## config.mk

```make
export PLATFORM = sky130hd
export DESIGN_NAME = alu_exec_unit_flat
export DESIGN_NICKNAME = d
export VERILOG_FILES = /design/src/rtl/alu_exec_if.sv /design/src/rtl/alu_exec_unit.sv /design/src/flat_wrapper.sv
export SDC_FILE = /design/constraint.sdc
export NUM_CORES = 1
export LEC_CHECK = 0
export CORE_MARGIN = 2
export CORE_UTILIZATION = 49
export DETAILED_ROUTE_END_ITERATION = 10
export GPL_ROUTABILITY_DRIVEN = 0
export GPL_TIMING_DRIVEN = 0
export PLACE_DENSITY = 0.69
export SETUP_SLACK_MARGIN = 0.05
export SYNTH_ARGS = -nofsm -noshare
export SYNTH_HDL_FRONTEND = slang
export SYNTH_SLANG_ARGS = --single-unit
```

## constraint.sdc

```tcl
create_clock -name clk -period 12.6 [get_ports clk]
set_clock_uncertainty 0.15 [all_clocks]
set_input_delay 2.52 -clock clk [delete_from_list [all_inputs] [get_ports clk]]
set_output_delay 2.52 -clock clk [all_outputs]
set_load 0.005 [all_outputs]
```

## src/rtl/alu_exec_if.sv

```systemverilog
// alu_exec_if: request/response handshake bundle for alu_exec_unit.
//   req_valid/req_ready : request handshake (operands + opcode)
//   req_a, req_b        : 8-bit operands
//   req_sel             : 4-bit opcode
//   rsp_valid/rsp_ready : response handshake (FIFO head)
//   rsp_out, rsp_carry  : 8-bit result and carry/flag bit
// Modports: slave = the execution unit, master = the requester/consumer.
interface alu_exec_if;
  logic       req_valid;
  logic       req_ready;
  logic [7:0] req_a;
  logic [7:0] req_b;
  logic [3:0] req_sel;
  logic       rsp_valid;
  logic       rsp_ready;
  logic [7:0] rsp_out;
  logic       rsp_carry;

  modport slave (
    input  req_valid, req_a, req_b, req_sel, rsp_ready,
    output req_ready, rsp_valid, rsp_out, rsp_carry
  );

  modport master (
    output req_valid, req_a, req_b, req_sel, rsp_ready,
    input  req_ready, rsp_valid, rsp_out, rsp_carry
  );
endinterface

```

## src/rtl/alu_exec_unit.sv

```systemverilog
// alu_exec_unit: 8-bit ALU with a 2-entry in-order result FIFO.
// Ports:
//   clk  : clock, all state updates on the rising edge
//   rst  : synchronous active-high reset
//   bus  : alu_exec_if.slave request/response handshake
//   busy : high while the divider FSM is not idle
// Optional feature: define ALU_EXEC_ITER_DIV_EN to get an iterative
// 8-cycle restoring divider for opcode 3 (IDLE/DIV/DONE FSM). Without
// it, opcode 3 is a single-cycle op returning 0/0 and busy is tied low.
module alu_exec_unit #(
  parameter int unsigned FIFO_DEPTH = 2
) (
  input  logic        clk,
  input  logic        rst,
  alu_exec_if.slave   bus,
  output logic        busy
);

  localparam logic [1:0] FULL = 2'(FIFO_DEPTH);

  // FIFO entries hold {carry, out}; slot0 is the head.
  logic [1:0]  count;
  logic [8:0]  slot0;
  logic [8:0]  slot1;
  logic        accept;
  logic        pop;
  logic        push;
  logic [8:0]  push_data;

  logic [8:0]  sum9;
  logic [15:0] prod;
  logic [8:0]  alu_res;

  always_comb begin
    sum9    = {1'b0, bus.req_a} + {1'b0, bus.req_b};
    prod    = 16'(bus.req_a) * 16'(bus.req_b);
    alu_res = '0;
    case (bus.req_sel)
      4'd0:  alu_res = sum9;
      4'd1:  alu_res = {(bus.req_a < bus.req_b), bus.req_a - bus.req_b};
      4'd2:  alu_res = {(|prod[15:8]), prod[7:0]};
      4'd4:  alu_res = {bus.req_a[7], bus.req_a[6:0], 1'b0};
      4'd5:  alu_res = {bus.req_a[0], 1'b0, bus.req_a[7:1]};
      4'd6:  alu_res = {1'b0, bus.req_a[6:0], bus.req_a[7]};
      4'd7:  alu_res = {1'b0, bus.req_a[0], bus.req_a[7:1]};
      4'd8:  alu_res = {1'b0, bus.req_a & bus.req_b};
      4'd9:  alu_res = {1'b0, bus.req_a | bus.req_b};
      4'd10: alu_res = {1'b0, bus.req_a ^ bus.req_b};
      4'd11: alu_res = {1'b0, ~(bus.req_a | bus.req_b)};
      4'd12: alu_res = {1'b0, ~(bus.req_a & bus.req_b)};
      4'd13: alu_res = {1'b0, ~(bus.req_a ^ bus.req_b)};
      4'd14: alu_res = {8'd0, (bus.req_a > bus.req_b)};
      4'd15: alu_res = {8'd0, (bus.req_a == bus.req_b)};
      default: alu_res = '0;
    endcase
  end

  assign pop           = (count != 2'd0) && bus.rsp_ready;
  assign bus.rsp_valid = (count != 2'd0);
  assign bus.rsp_out   = slot0[7:0];
  assign bus.rsp_carry = slot0[8];

`ifdef ALU_EXEC_ITER_DIV_EN
  typedef enum logic [1:0] {IDLE, DIV, DONE} state_t;

  state_t     state;
  logic [7:0] div_q;    // dividend shifting out MSB-first, quotient shifting in
  logic [7:0] div_b;
  logic [7:0] div_r;
  logic       div_z;    // divide-by-zero flag forces carry
  logic [2:0] div_cnt;
  logic [8:0] rem_shift;
  logic [7:0] diff;
  logic       ge;
  logic       done_push;

  assign rem_shift = {div_r, div_q[7]};
  assign ge        = rem_shift >= {1'b0, div_b};
  // When ge holds the true difference is below div_b, so 8 bits suffice.
  assign diff      = rem_shift[7:0] - div_b;

  assign bus.req_ready = !rst && (state == IDLE) && (count < FULL);
  assign accept        = bus.req_valid && bus.req_ready;
  assign done_push     = (state == DONE) && ((count < FULL) || pop);
  assign push          = (accept && (bus.req_sel != 4'd3)) || done_push;
  assign push_data     = (state == DONE) ? {div_z | (div_r != '0), div_q} : alu_res;

  always_ff @(posedge clk) begin
    if (rst) begin
      state   <= IDLE;
      busy    <= 1'b0;
      div_q   <= '0;
      div_b   <= '0;
      div_r   <= '0;
      div_z   <= 1'b0;
      div_cnt <= '0;
    end else begin
      case (state)
        IDLE: begin
          if (accept && (bus.req_sel == 4'd3)) begin
            busy <= 1'b1;
            if (bus.req_b == 8'd0) begin
              div_q <= '1;
              div_r <= '0;
              div_z <= 1'b1;
              state <= DONE;
            end else begin
              div_q   <= bus.req_a;
              div_b   <= bus.req_b;
              div_r   <= '0;
              div_z   <= 1'b0;
              div_cnt <= '0;
              state   <= DIV;
            end
          end
        end
        DIV: begin
          div_r   <= ge ? diff : rem_shift[7:0];
          div_q   <= {div_q[6:0], ge};
          div_cnt <= div_cnt + 3'd1;
          if (div_cnt == 3'd7) state <= DONE;
        end
        DONE: begin
          if (done_push) begin
            state <= IDLE;
            busy  <= 1'b0;
          end
        end
        default: begin
          state <= IDLE;
          busy  <= 1'b0;
        end
      endcase
    end
  end
`else
  assign bus.req_ready = !rst && (count < FULL);
  assign accept        = bus.req_valid && bus.req_ready;
  assign push          = accept;
  assign push_data     = alu_res;
  assign busy          = 1'b0;
`endif

  // Shift-register FIFO: a pop moves slot1 into the head; a push lands in
  // the first free slot after the pop is accounted for.
  always_ff @(posedge clk) begin
    if (rst) begin
      count <= '0;
      slot0 <= '0;
      slot1 <= '0;
    end else begin
      case ({push, pop})
        2'b10: begin
          if (count == 2'd0) slot0 <= push_data;
          else               slot1 <= push_data;
          count <= count + 2'd1;
        end
        2'b01: begin
          slot0 <= slot1;
          slot1 <= '0;
          count <= count - 2'd1;
        end
        2'b11: begin
          if (count == 2'd1) begin
            slot0 <= push_data;
          end else begin
            slot0 <= slot1;
            slot1 <= push_data;
          end
        end
        default: ;
      endcase
    end
  end

endmodule

```

## src/flat_wrapper.sv

```systemverilog
// flat-port wrapper written by rule: the top's interface ports become plain ports
module alu_exec_unit_flat 
#(
  parameter int unsigned FIFO_DEPTH = 2
)
  (clk, rst, busy, bus_req_valid, bus_req_a, bus_req_b, bus_req_sel, bus_rsp_ready, bus_req_ready, bus_rsp_valid, bus_rsp_out, bus_rsp_carry);
  alu_exec_if bus_i ();
  input  logic clk;
  input  logic rst;
  output logic busy;
  input wire logic [$bits(bus_i.req_valid)-1:0] bus_req_valid;
  input wire logic [$bits(bus_i.req_a)-1:0] bus_req_a;
  input wire logic [$bits(bus_i.req_b)-1:0] bus_req_b;
  input wire logic [$bits(bus_i.req_sel)-1:0] bus_req_sel;
  input wire logic [$bits(bus_i.rsp_ready)-1:0] bus_rsp_ready;
  output wire logic [$bits(bus_i.req_ready)-1:0] bus_req_ready;
  output wire logic [$bits(bus_i.rsp_valid)-1:0] bus_rsp_valid;
  output wire logic [$bits(bus_i.rsp_out)-1:0] bus_rsp_out;
  output wire logic [$bits(bus_i.rsp_carry)-1:0] bus_rsp_carry;
  assign bus_i.req_valid = bus_req_valid;
  assign bus_i.req_a = bus_req_a;
  assign bus_i.req_b = bus_req_b;
  assign bus_i.req_sel = bus_req_sel;
  assign bus_i.rsp_ready = bus_rsp_ready;
  assign bus_req_ready = bus_i.req_ready;
  assign bus_rsp_valid = bus_i.rsp_valid;
  assign bus_rsp_out = bus_i.rsp_out;
  assign bus_rsp_carry = bus_i.rsp_carry;
  alu_exec_unit #(.FIFO_DEPTH(FIFO_DEPTH)) u_core (.clk(clk), .rst(rst), .bus(bus_i), .busy(busy));
endmodule
```

==> results of run 1 <==
## registers in the layout, indices dropped and copies added, names as in the netlist
signal,cells
u_core.slot0,9
u_core.slot1,9
u_core.count,2
## cell families after synthesis
group	after synthesis	share of synthesized area [%]
AND/OR/NAND/NOR	186	19.02
flip-flops	20	8.719
AO/OA/AOI/OAI	148	22.94
other	1	0.08167
XOR/XNOR	15	2.861
buffers and inverters	113	9.564
multiplexers	10	2.262
adder cells (fa/ha/maj)	104	34.55
## worst register-to-register path, delay by kind of cell (launching register included)
kind | cells | cell delay [ps]
simple gates | 2 | 580
compound gates | 3 | 710
buf+inv | 3 | 260
fa+ha+maj | 2 | 410
flops | 1 | 340
## layout make-up
type / count / area, µm² / share of cell area [%]
repair buffers: 32 / 320.3 / 6.290
multi-input cells: 464 / 3752 / 73.69
plain buffers: 25 / 108.9 / 2.138
clock buffers: 3 / 41.29 / 0.8108
well taps: 111 / 138.9 / 2.727
inverters: 88 / 330.3 / 6.486
flip-flops and latches: 20 / 400.4 / 7.862
## synth_stat cells (3+ instances only)
library cell and count:
a211oi_1 11, a211oi_2 3, a21o_1 6, a21oi_1 25, a221o_1 6, a221oi_1 7, a22oi_1 13, a31oi_1 3
buf_2 9, clkbuf_1 13, clkinv_1 4, dfxtp_1 20, fa_1 38, ha_1 66, inv_1 83, mux2_2 3
mux2i_1 7, nand2_1 50, nand2b_1 8, nand3_1 4, nand4_1 3, nor2_1 75, nor2b_1 8, nor3_1 16
nor3b_1 6, o211ai_1 4, o211ai_2 3, o21a_1 3, o21ai_0 28, o21bai_1 3, o22ai_1 7, xnor2_1 12
xor2_1 3
## metal layers
metal  up-vias  wire length (µm)
met5         -                 0
met4         0               326
met3        41               944
met2       212              6246
met1      2078              5785
li1       2136                 -
## where the power goes
group | switching, mW | internal [mW] | total [mW] | leakage [nW]
Clock | 0.0218 | 0.0213 | 0.0431 | 0.0216
Sequential | 0.0116 | 0.0840 | 0.0956 | 0.164
Combinational | 0.294 | 0.218 | 0.511 | 2.16
## path summary, 6_finish.rpt
kind	from	endpoint	slack [ps]	cells after the start
setup reg to reg	u_core.count[0]$_SDFFE_PP0P_	u_core.slot1[8]$_SDFFE_PP0P_	10080	10
hold reg to reg	u_core.slot1[8]$_SDFFE_PP0P_	u_core.slot1[8]$_SDFFE_PP0P_	320	2
setup / recovery	bus_req_a[2]	u_core.slot0[8]$_SDFFE_PP0P_	4500	17
hold / removal	u_core.slot1[8]$_SDFFE_PP0P_	u_core.slot1[8]$_SDFFE_PP0P_	320	2
## metrics by stage
step / power, mW / util, % / hold WS, ps / instance area, µm²
5_1_grt: 0.7187 / 55.64 / 356.8 / 5092
4_1_cts: 0.6477 / 55.64 / 323.6 / 5092
3_3_place_gp: 0.5871 / 55.19 / 306.3 / 5051
3_5_place_dp: 0.6021 / 55.19 / 314.2 / 5051
6_report: 0.6498 / 55.64 / 324.8 / 5092
2_1_floorplan: 0.4560 / - / 298.8 / 4592
## cells in the final DEF, fill, tap and decap left out, drive strengths merged, types with 4 or more instances in the layout
master	n
o22ai	7
a22oi	13
nand2b	8
ha	66
buf	12
mux2i	7
o21ai	31
clkdlybuf4s50	32
nand2	50
a21o	6
nand4	4
nor3	16
a21oi	27
nand3	4
a211oi	14
nor2b	8
xnor2	12
clkbuf	16
clkinv	4
o211ai	7
inv	84
a221o	6
fa	38
dfxtp	20
nor2	75
nor3b	6
a221oi	7
==> results by group, run 1 <==
Floorplan
  • Area inside the core boundary: 9153 µm²
  • Full die area: 10160 µm²
  • Top-Level Pins: 36
  • Die span in y: 100.8 µm
  • Standard-cell row count: 35
  • Starting density of the core: 50.17%
  • Die Width: 100.8 µm

Synth
  • Yosys top cell area share: 17.98%
  • Synthesis warning total: 0
  • Flip-flop and latch count after synthesis: 20
  • Share of synthesized flip-flops with an asynchronous set or reset: 0%
  • Count of unique library cells instantiated by Yosys: 71
  • Post-Synthesis Net Count: 725
  • Number of synthesized flops with an enable pin: 0
  • Summed instance area of the synthesized netlist: 4592 µm²
  • Dominant cell type by area after synthesis: ha_1
  • Sequential share of the synthesized area: 8.719%
  • Top flip-flop cell by instance count after synthesis: dfxtp_1
  • Syn avg cell area: 7.692 µm²
  • Gate count of the mapped netlist: 597
  • Top cells by area in the synthesized netlist: ha_1 18%, fa_1 17%, dfxtp_1 8.7%

Placement
  • Cell Count Post-Placement: 740
  • Detailed placer's ending HPWL: 10.67 mm
  • Minimum setup slack after placement: 4276 ps
  • IO Port Bufs: 32

Routing
  • Number of nets with antenna violations after routing: 0
  • Violation count after the first detailed-route iteration: 384
  • DRC violation count after routing: 0
  • Routed Wire Length: 13.30 mm
  • Vias after detailed routing: 4467
  • Routed WL per cell: 17.90 µm
  • Via density per instance: 6.012
  • Detailed-router iteration count before antenna repair: 5

Critical path
  • CP Data Required Time: 12570 ps
  • Cell family contributing the most delay on the critical path: adder cells
  • Crit Path Class: input port to flip-flop
  • Cells along the critical path: clkdlybuf4s50_1, clkbuf_1, nand2_1, fa_1, fa_1, fa_1, inv_1, fa_1, ha_1, a211oi_2, o21ai_1, a21oi_1, o21ai_0, o311a_1, or4_4, o211ai_2, a211oi_1
  • Crit. End Element: flip-flop
  • CP max FO: 8
  • Count of buffering cells on the critical path with inverters included: 3
  • Slowest Stage Delay on Critical Path: 550 ps
  • Dominant cell type by count on the critical path: fa_1
  • Max stage delay cell, worst path: fa_1
  • CP arrival: 8070 ps
  • Nature of the critical path startpoint: input port

GRT
  • Number of global-route vias before repair: 4555
  • Met1 Use GR: 36.72%
  • GRT busiest layer: met2
  • Fraction of met3 tracks used by global routing: 3.190%
  • Initial antenna violation count: 0
  • Combined global-route utilization of all metal layers: 27.35%
  • Global routing met2 resource utilization: 47.18%
  • Global-route wire length before repair: 22.36 mm
  • Total congestion overflow: 0
  • Largest net degree at the start of global routing: 11

Timing
  • Final-report setup violation count: 0
  • Minimum setup slack in the final design: 4501 ps
  • Total negative slack: 0 ps
  • Setup repair after global routing missed its margin: false
  • Slew at the pin with the worst max-slew slack: 1080 ps
  • Time the worst path needs with I/O delays and setup: 8099 ps
  • Final cycle utilization of the critical path: 64.28%
  • Number of failing hold endpoints at the final stage: 0
  • Slew Limit Headroom: 27.24%
  • Number of pins exceeding their max-slew limit in the final report: 0
  • Achievable clock frequency: 123.5 MHz

Layout
  • Layout overhead on the synthesized area: 10.90%
  • Number of inserted diodes: 0
  • Number of inserted filler cells in the final layout: 871
  • Final instance count without filler cells: 743
  • NumNets Final: 762
  • Layout cells sized above 1: 4.905%

Min path
  • Classification of the worst-slack hold path: flip-flop to flip-flop

Power
  • Highest ir drop seen on vdd: 117.9 µV
  • Ratio of total power to cell area: 127.6 nW/µm²
  • Leak Pwr: 2.343 nW

CTS
  • # Post-CTS Setup Buffers: 0
  • Clock Pin Slew Worst Setup and Hold Paths: 70 ps
  • Longest Clk Path Bufs: 2
  • Clock sinks: 20
  • Clock Root Buffer: clkbuf_8
  • Clock tree from TritonCTS: done
  • Post-cts resize count: 0
  • TritonCTS Buffers: 3
  • Later-pin clock latency in the skew report: 260 ps
  • Hold buffer count at cts: 0
  • Count of H-tree levels built during CTS: 1

Status
  • Result of the run: finished clean

Job
  • Max-cap violations: 0
Note: power is estimated with default switching activity, not from simulation.
==> run 2: changes to the inputs <==
==> constraint.sdc (replaced) <==
create_clock -name clk -period 7.6 [get_ports clk]
set_clock_uncertainty 0.15 [all_clocks]
set_input_delay 1.52 -clock clk [delete_from_list [all_inputs] [get_ports clk]]
set_output_delay 1.52 -clock clk [all_outputs]
set_load 0.005 [all_outputs]
==> results of run 2 <==
The final DEF is identical to that of run 1. Status: finished clean.
Among the figures that moved: setup slack after placement 4276 ps -> 275.7 ps; setup slack after layout 4501 ps -> 500.6 ps; register-to-register setup slack 10080 ps -> 5080 ps; total power 0.6498 mW -> 1.077 mW; worst IR drop on VDD 117.9 µV -> 195.4 µV
==> run 3: changes to the inputs <==
--- a/config.mk
+++ b/config.mk
@@ -5,12 +5,14 @@
 export SDC_FILE = /design/constraint.sdc
 export NUM_CORES = 1
 export LEC_CHECK = 0
+export ABC_AREA = 1
 export CORE_MARGIN = 2
 export CORE_UTILIZATION = 49
 export DETAILED_ROUTE_END_ITERATION = 10
 export GPL_ROUTABILITY_DRIVEN = 0
 export GPL_TIMING_DRIVEN = 0
 export PLACE_DENSITY = 0.69
+export RECOVER_POWER = 25
 export SETUP_SLACK_MARGIN = 0.05
 export SYNTH_ARGS = -nofsm -noshare
 export SYNTH_HDL_FRONTEND = slang
==> constraint.sdc (replaced) <==
create_clock -name clk -period 8.55 [get_ports clk]
set_clock_uncertainty 0.15 [all_clocks]
set_input_delay 1.71 -clock clk [delete_from_list [all_inputs] [get_ports clk]]
set_output_delay 1.71 -clock clk [all_outputs]
set_load 0.005 [all_outputs]
==> run 3 against run 2 <==
Effect of this change:
- clock-buffer cell count increased by 1
- sequential cell count unchanged
- via count rose by 11%
- clock power up 2%
- final cell count is 26% higher
- sequential power shrank 16%
==> results by group, run 3 <==
Status
  • Result of the run: finished clean

Critical path
  • Worst-case reg-to-reg path depth: 12
  • Critical path endpoint: u_core.slot0[8]$_SDFFE_PP0P_
  • Source of the critical timing path: bus_req_a[1]
  • CP max FO: 8
  • Terminus of the critical flop-to-flop path: u_core.slot0[6]$_SDFFE_PP0P_
  • Nature of the critical path startpoint: input port
  • CP arrival: 6570 ps
  • Worst reg2reg path startpoint: u_core.count[0]$_SDFFE_PP0P_
  • Crit. End Element: flip-flop
  • CP Data Required Time: 8550 ps
  • Crit Path Class: input port to flip-flop
  • Flop2flop setup slack: 6240 ps

Floorplan
  • Top-Level Pins: 36
  • Area inside the core boundary: 9639 µm²
  • Die Width: 102.9 µm
  • Die span in y: 102.9 µm
  • Full die area: 10590 µm²
  • Standard-cell row count: 36
  • Starting density of the core: 49.74%

Routing
  • Number of nets with antenna violations after routing: 0
  • Routed WL per cell: 13.72 µm
  • DRC violation count after routing: 0
  • Detailed-router iteration count before antenna repair: 5
  • Vias after detailed routing: 4950
  • Routed Wire Length: 12.84 mm
  • Violation count after the first detailed-route iteration: 502
  • Via density per instance: 5.288

Synth
  • Flip-flop and latch count after synthesis: 20
  • Yosys top cell area share: 17.22%
  • Number of synthesized flops with an enable pin: 0
  • Share of synthesized flip-flops with an asynchronous set or reset: 0%
  • Top cells by instance count after synthesis: 203 x nand2_1, 174 x inv_1, 66 x ha_1
  • Top cells by area in the synthesized netlist: ha_1 17%, nand2_1 16%, fa_1 16%
  • Gate count of the mapped netlist: 765
  • Syn avg cell area: 6.267 µm²
  • Dominant cell type by area after synthesis: ha_1
  • Top flip-flop cell by instance count after synthesis: dfxtp_1
  • Sequential share of the synthesized area: 8.351%
  • Summed instance area of the synthesized netlist: 4795 µm²
  • Most used standard cell by instance count after synthesis: nand2_1
  • Post-Synthesis Net Count: 893
  • Synthesis warning total: 0
  • Count of unique library cells instantiated by Yosys: 41

GRT
  • Number of global-route vias before repair: 4501
  • Total congestion overflow: 0
  • Global-route wire length before repair: 21.03 mm
  • Initial antenna violation count: 0
  • Combined global-route utilization of all metal layers: 24.77%
  • Largest net degree at the start of global routing: 12

CTS
  • # Post-CTS Setup Buffers: 0
  • Longest Clk Path Bufs: 2
  • Post-cts resize count: 0
  • Clock tree from TritonCTS: done
  • Later-pin clock latency in the skew report: 260 ps
  • TritonCTS Buffers: 3
  • Clock Pin Slew Worst Setup and Hold Paths: 70 ps
  • Count of H-tree levels built during CTS: 1
  • Clock sinks: 20
  • Clock Root Buffer: clkbuf_8
  • Hold buffer count at cts: 0

Placement
  • Detailed placer's ending HPWL: 10.63 mm
  • Minimum setup slack after placement: 1766 ps
  • IO Port Bufs: 34

Layout
  • Layout overhead on the synthesized area: 11.72%
  • Number of inserted filler cells in the final layout: 1001
  • Number of inserted diodes: 0
  • Commonest cells after routing, fill and taps aside: 203 x nand2_1, 174 x inv_1, 66 x ha_1
  • Largest registers: u_core.slot0: 9 flops, u_core.slot1: 9 flops, u_core.count: 2 flops
  • Most common cell after layout, fill and taps aside: nand2_1
  • Util after Layout: 55.57%
  • NumNets Final: 932
  • Layout cells sized above 1: 4.359%

Min path
  • Classification of the worst-slack hold path: flip-flop to flip-flop

Timing
  • Final cycle utilization of the critical path: 76.80%
  • Total negative slack: 0 ps
  • Slew Limit Headroom: 60.21%
  • Achievable clock frequency: 152.3 MHz
  • Time the worst path needs with I/O delays and setup: 6566 ps
  • Minimum setup slack in the final design: 1984 ps
  • Final-report setup violation count: 0
  • Slew at the pin with the worst max-slew slack: 592.9 ps
  • Number of failing hold endpoints at the final stage: 0
  • Number of pins exceeding their max-slew limit in the final report: 0
  • Setup repair after global routing missed its margin: false

Power
  • Highest ir drop seen on vdd: 75.50 µV
  • Ratio of total power to cell area: 170.0 nW/µm²
  • Leak Pwr: 3.028 nW

Job
  • Max-cap violations: 0
==> run 3: cell count changes in the layout (fill, tap and decap cells not counted), sizes merged, moves of 13 or more <==
cell   change
nand2    +157
a21oi     +14
nand3     +31
a22oi     -13
inv      +101
nor2      -26
==> run 3: where the power goes <==
part / internal [mW] / switching [mW] / leakage [nW]
Sequential: 0.121 / 0.0120 / 0.164
Clock: 0.0410 / 0.0316 / 0.0288
Combinational: 0.270 / 0.435 / 2.84
==> run 3: worst max-delay path, stage by stage <==
cell	delay, ps
clkdlybuf4s50_1	650
clkbuf_1	370
nand2_1	140
fa_1	530
fa_1	530
fa_1	520
fa_1	540
inv_1	40
ha_1	360
nand2_1	110
nor2_1	190
nand3_1	130
nand4_1	90
nand2_1	50
nor2_1	150
nand3_1	110
nand2_1	90
nand2_1	100
nand2_1	90
a21oi_1	60
==> run 3: through the flow <==
stage	hold slack, ps	cells	total power [mW]	cell area, µm²
detailed placement	306.8	932	0.8395	5301
global placement	301.5	932	0.8236	5301
global route	339.2	936	1.026	5356
finish	315.8	936	0.9107	5356
CTS	318.4	936	0.9160	5356
floorplan	293.1	765	0.6473	4795
==> run 3: routing by layer <==
metal	routed length, µm	GRT usage, %	vias to the layer above
met4	290	7.186	0
met5	0	0	-
met1	5742	34.28	2289
li1	-	-	2439
met3	804	1.424	21
met2	6004	41.81	201
==> run 3: cell families after synthesis <==
family / synth area share [%]
AND/OR/NAND/NOR: 27.98
buffers and inverters: 16.86
AO/OA/AOI/OAI: 13.10
adder cells (fa/ha/maj): 33.09
flip-flops: 8.351
XOR/XNOR: 0.5481
other: 0.07821
==> run 3: worst min-delay path by stage <==
stage | from | endpoint | slack [ps] | cells after the start
finish | u_core.slot1[8]$_SDFFE_PP0P_ | u_core.slot1[8]$_SDFFE_PP0P_ | 320 | 2
detailed placement | u_core.slot1[4]$_SDFFE_PP0P_ | u_core.slot1[4]$_SDFFE_PP0P_ | 310 | 2
floorplan | u_core.slot1[0]$_SDFFE_PP0P_ | u_core.slot1[0]$_SDFFE_PP0P_ | 290 | 2
global placement | u_core.slot1[4]$_SDFFE_PP0P_ | u_core.slot1[4]$_SDFFE_PP0P_ | 300 | 2
global route | u_core.slot1[7]$_SDFFE_PP0P_ | u_core.slot1[7]$_SDFFE_PP0P_ | 340 | 2
CTS | u_core.slot1[4]$_SDFFE_PP0P_ | u_core.slot1[4]$_SDFFE_PP0P_ | 320 | 2
==> run 3: cell type report <==
cell class / count / area, µm² / area share [%]
well taps: 133 / 166.4 / 3.107
clock buffers: 4 / 55.05 / 1.028
plain buffers: 23 / 113.9 / 2.126
inverters: 185 / 694.4 / 12.96
multi-input cells: 537 / 3586 / 66.95
flip-flops and latches: 20 / 400.4 / 7.475
repair buffers: 34 / 340.3 / 6.354
